<file path="config.mk">
export PLATFORM = sky130hd
export DESIGN_NAME = fifo_wr_arb
export DESIGN_NICKNAME = d
export VERILOG_FILES = /design/src/rtl/fifo_wr_arb.sv
export SDC_FILE = /design/constraint.sdc
export NUM_CORES = 1
export LEC_CHECK = 0
export BUFFER_PORTS_ARGS = -buffer_cell sky130_fd_sc_hd__buf_2
export CAP_MARGIN = 40
export CORE_ASPECT_RATIO = 0.7
export CORE_UTILIZATION = 48
export CTS_BUF_LIST = sky130_fd_sc_hd__clkbuf_8
export DETAILED_ROUTE_END_ITERATION = 8
export PLACE_DENSITY_LB_ADDON = 0.08
export SYNTH_ARGS = -nofsm -noshare
export SYNTH_HDL_FRONTEND = slang
export SYNTH_SLANG_ARGS = --single-unit
</file>
<file path="constraint.sdc">
create_clock -name clk -period 5.85 [get_ports clk]
set_input_delay 0.2925 -clock clk [delete_from_list [all_inputs] [get_ports clk]]
set_output_delay 0.2925 -clock clk [all_outputs]
set_load 0.01 [all_outputs]
</file>
<file path="src/rtl/fifo_wr_arb.sv">
// fifo_wr_arb: round-robin, packet-aware arbiter sharing one FIFO write port.
// Define FIFO_WR_ARB_STAT_EN to add saturating per-requester beat counters.
module fifo_wr_arb #(
    parameter int NUM_REQ    = 4,
    parameter int DATA_WIDTH = 8,
    parameter int CNT_WIDTH  = 16,
    localparam int IDW       = (NUM_REQ > 1) ? $clog2(NUM_REQ) : 1
) (
    input  logic                          clk,
    input  logic                          rst_n,
    input  logic [NUM_REQ-1:0]            req_vld,
    input  logic [NUM_REQ-1:0]            req_last,
    input  logic [NUM_REQ*DATA_WIDTH-1:0] req_data,
    output logic [NUM_REQ-1:0]            req_rdy,
    output logic                          fifo_wr_ena,
    output logic [DATA_WIDTH-1:0]         fifo_din,
    input  logic                          fifo_full,
    output logic [IDW-1:0]                grant_id,
`ifdef FIFO_WR_ARB_STAT_EN
    input  logic                          stat_clr,
    output logic [NUM_REQ*CNT_WIDTH-1:0]  stat_beats,
`endif
    output logic                          busy
);
    localparam logic [0:0]   IDLE   = 1'b0;
    localparam logic [0:0]   LOCKED = 1'b1;
    localparam logic [IDW:0] NR     = (IDW+1)'(NUM_REQ);

    if (NUM_REQ < 1 || NUM_REQ > 16 || CNT_WIDTH < 1) begin : g_bad_cfg
        $error("fifo_wr_arb: unsupported NUM_REQ or CNT_WIDTH");
    end

    logic [0:0]         state;
    logic [IDW-1:0]     owner;
    logic [IDW-1:0]     rr_ptr;
    logic [NUM_REQ-1:0] rot;
    logic [IDW:0]       off;
    logic [IDW:0]       sum;
    logic [IDW:0]       inc;
    logic [IDW-1:0]     sel;
    logic [IDW-1:0]     nxt;
    logic               found;
    logic               has_sel;
    logic               xfer;
    logic               last;

    // rot[k] is the request of requester (rr_ptr + k) mod NUM_REQ
    assign rot = NUM_REQ'({req_vld, req_vld} >> rr_ptr);

    always_comb begin
        found = 1'b0;
        off   = '0;
        for (int k = NUM_REQ - 1; k >= 0; k--) begin
            if (rot[k]) begin
                found = 1'b1;
                off   = (IDW+1)'(k);
            end
        end
    end

    assign sum     = {1'b0, rr_ptr} + off;
    assign sel     = (state == LOCKED) ? owner : IDW'((sum >= NR) ? sum - NR : sum);
    assign has_sel = (state == LOCKED) || found;
    assign req_rdy = (has_sel && !fifo_full) ? NUM_REQ'(1) << sel : '0;
    assign xfer    = |(req_rdy & req_vld);
    assign last    = |(req_rdy & req_vld & req_last);
    assign inc     = {1'b0, sel} + 1'b1;
    assign nxt     = (inc == NR) ? '0 : IDW'(inc);

    assign fifo_wr_ena = xfer;
    assign fifo_din    = has_sel ? req_data[sel*DATA_WIDTH +: DATA_WIDTH] : '0;
    assign busy        = (state == LOCKED);

    // priority rotates per packet, so rr_ptr only moves on a last beat
    always_ff @(posedge clk or negedge rst_n) begin
        if (!rst_n) begin
            state    <= IDLE;
            owner    <= '0;
            rr_ptr   <= '0;
            grant_id <= '0;
        end else if (xfer) begin
            grant_id <= sel;
            if (state == IDLE && !last) begin
                state <= LOCKED;
                owner <= sel;
            end else if (state == LOCKED && last) begin
                state <= IDLE;
            end
            if (last) rr_ptr <= nxt;
        end
    end

`ifdef FIFO_WR_ARB_STAT_EN
    for (genvar i = 0; i < NUM_REQ; i++) begin : g_stat
        logic [CNT_WIDTH-1:0] cnt;
        always_ff @(posedge clk or negedge rst_n) begin
            if (!rst_n) cnt <= '0;
            else if (stat_clr) cnt <= '0;
            else if (req_vld[i] && req_rdy[i] && cnt != '1) cnt <= cnt + 1'b1;
        end
        assign stat_beats[i*CNT_WIDTH +: CNT_WIDTH] = cnt;
    end
`endif
endmodule

</file>
==> out/metrics.yaml <==
slew_headroom: 0.614
slowest_stage: "o31ai_4"
async_reset_ff_frac: 1.00
grt_pass1_vias: 924
io_buffer_count: 58
fmax_mhz: 241
syn_inst: 132
antenna_found_initial: 0
cts_tree: "yes"
yosysTopAreaCell: "dfrtp_1"
drc: 0
p_leak_nw: 0.721
synth_edf_count: 0
arrival_ps: 4260
finalCritPeriodShare: 0.710
drt_first_iter_violations: 35
setup_viol: 0
nNetsFinal: 233
seq_area_frac_synth: 0.177
rows: 13
intPower_w: 0.000451
outcome: "finished clean"
tightest_slew_ps: 579
combinationalPowerShare: 0.805
yosysUniqueCellTypes: 35
die-height_um: 40.0
min_path_type: "in -> async"
design_area_um2: 1320
path_common_cell: "ha_1"
cp.required_ps: 5960
min_period_ps: 4150
dp.cells: 203
seqPwrFrac: 0.121
rsz0062_at_grt: "no"
num_vias: 1124
critical_path_class: "reg -> reg"
finalMaxSlewViolations: 0
crit_chain: "nand2b_1 > o221ai_1 > o21ai_0 > o221ai_1 > ha_1 > xor2_1 > a31oi_1 > o31ai_4 > inv_2 > ha_1 > nand2_1 > nor2_1 > and2_1 > a21oi_1 > mux2i_1 > inv_1 > ha_1 > nand2_1 > mux2i_1 > mux2_1"
start_util: 0.521
synth_area_um2: 991
core_um2: 1900
power_density_nw_per_um2: 684
layout-drive-gt1-share: 0.371
clock_latency_ps: 230
gr-total-overflow: 0
stdcell_count: 208
dp_hpwl_mm: 1.92
ys_dominant_reg_cell: "dfrtp_1"
hold_viol_final: 0
fin_skew_ps: 3.72
synthTopCellsByArea: "dfrtp_1 18%, mux2i_1 14%, nand2_1 9.5%"
cts_buffers: 3
drv_cap: 0
netSwitchingFraction: 0.502
mostFrequentLayoutCell: "buf_2"
ctsResizeCount: 0
grt_pass1_wl_mm: 4.02
ys_seq_elements: 7
cts_buffer_depth: 2
clkPwrFrac: 0.074
holdBufCountCts: 1
p_sw_w: 0.000454
drt-pass1-iter-count: 4
die_x_um: 56.3
num-fill-cells: 161
place.gp.congestion: 0.826
cts_setup_buffers: 0
max_stage_delay_ps: 560
die_area_um2: 2250
area_growth_pct: 33.6
routedWlPerCell_um: 12.5
cp-start-kind: "flip-flop"
htree_levels: 1
clkTransAtPathRegs_ps: 40
cp_max_fo: 14
syn_nets: 178
grt_max_degree: 22
pin_count: 59
cp-end-kind: "flip-flop"
clock_sink_count: 7
postPlaceCellArea_um2: 1270
grt_usage: 0.231
tns_ps: 0
ys_warn_count: 0
vias_per_cell: 5.40
final_cell_mix: "58 x buf_2, 25 x nand2_1, 13 x mux2i_1"
p_total_w: 0.000905
wirelength_mm: 2.59
diodes: 0
ir_drop_mv: 0.760
antenna_left: 0
synth_top_area_frac: 0.177
synth.avg_cell_area_um2: 7.51
ctsRootBufferMaster: "clkbuf_8"
flip-flops by register name (all words and copies together) (netlist names):
name / cells
grant_id: 2
owner: 2
rr_ptr: 2
busy: 1
synthesized netlist by cell type (3+ instances only):
cell and n:
a211oi_1 8, a21oi_1 3, and3_1 9, buf_2 5, clkbuf_1 4, dfrtp_1 7, ha_1 3, inv_1 4
mux2_1 5, mux2i_1 14, nand2_1 25, nand2b_1 3, nor2_1 6, nor3_1 4, o21ai_0 5
critical path, delay by kind of cell, from the launching register on:
family,cells,cell delay [ps]
AOI/OAI and AO/OA,6,1110
xor gates and xnor gates,1,180
adders and majority gates,3,670
buffers and inverters,2,360
DFF,1,480
muxes,3,640
and+or+nand+nor,5,590
worst paths after layout:
path / start / end / depth (start not counted) / slack [ps]
max in group asynchronous: rst_n / owner[0] / 2 / 5270
setup reg to reg: rr_ptr[0] / owner[0] / 20 / 1700
setup / recovery: rr_ptr[0] / owner[0] / 20 / 1700
hold reg to reg: grant_id[0] / grant_id[0] / 1 / 480
hold / removal: rst_n / grant_id[1] / 2 / 420
min in group clk: grant_id[0] / grant_id[0] / 1 / 480
cell type report:
class / count / area, µm² / area share
Clock buffer: 3 / 41.3 / 0.0312
Clock inverter: 1 / 3.75 / 0.00284
Inverter: 5 / 18.8 / 0.0142
Multi-Input combinational cell: 110 / 749 / 0.566
Sequential cell: 7 / 175 / 0.132
Tap cell: 22 / 27.5 / 0.0208
Timing Repair Buffer: 60 / 308 / 0.233
power by group through the flow:
| stage | Combinational [W] | Clock, W | Sequential, W |
|---|---|---|---|
| 2_1_floorplan | 0.000549 | 0 | 0.0000940 |
| 4_1_cts | 0.000731 | 0.0000682 | 0.000109 |
| 3_5_place_dp | 0.000727 | 0 | 0.000109 |
| 5_1_grt | 0.000810 | 0.0000729 | 0.000114 |
| 6_report | 0.000729 | 0.0000670 | 0.000110 |
| 3_3_place_gp | 0.000718 | 0 | 0.000108 |
logic make-up (layout without fill, tap and decap cells):
group | after synthesis | after routing | share of synthesized area
simple gates | 62 | 62 | 0.319
compound gates | 24 | 24 | 0.173
mux | 20 | 20 | 0.213
flops | 7 | 7 | 0.177
fa+ha+maj | 3 | 3 | 0.0379
xor+xnor | 1 | 1 | 0.00884
buf+inv | 15 | 69 | 0.0707
routing by layer:
| layer | wire [µm] | GRT usage | vias to the layer above |
|---|---|---|---|
| li1 | - | - | 582 |
| met4 | 15 | 0.0671 | 0 |
| met5 | 0 | 0 | - |
| met3 | 136 | 0.0548 | 2 |
| met2 | 1170 | 0.366 | 37 |
| met1 | 1270 | 0.320 | 503 |
metrics by stage:
stage | setup slack, ps | hold slack (ps) | utilization
finish | 1700 | 425 | 0.696
global route | 1240 | 454 | 0.696
CTS | 1720 | 422 | 0.696
detailed placement | 1730 | 130 | 0.667
global placement | 1880 | 128 | 0.667
floorplan | 2190 | -3.09 | -
(Power assumes the default switching activity.)
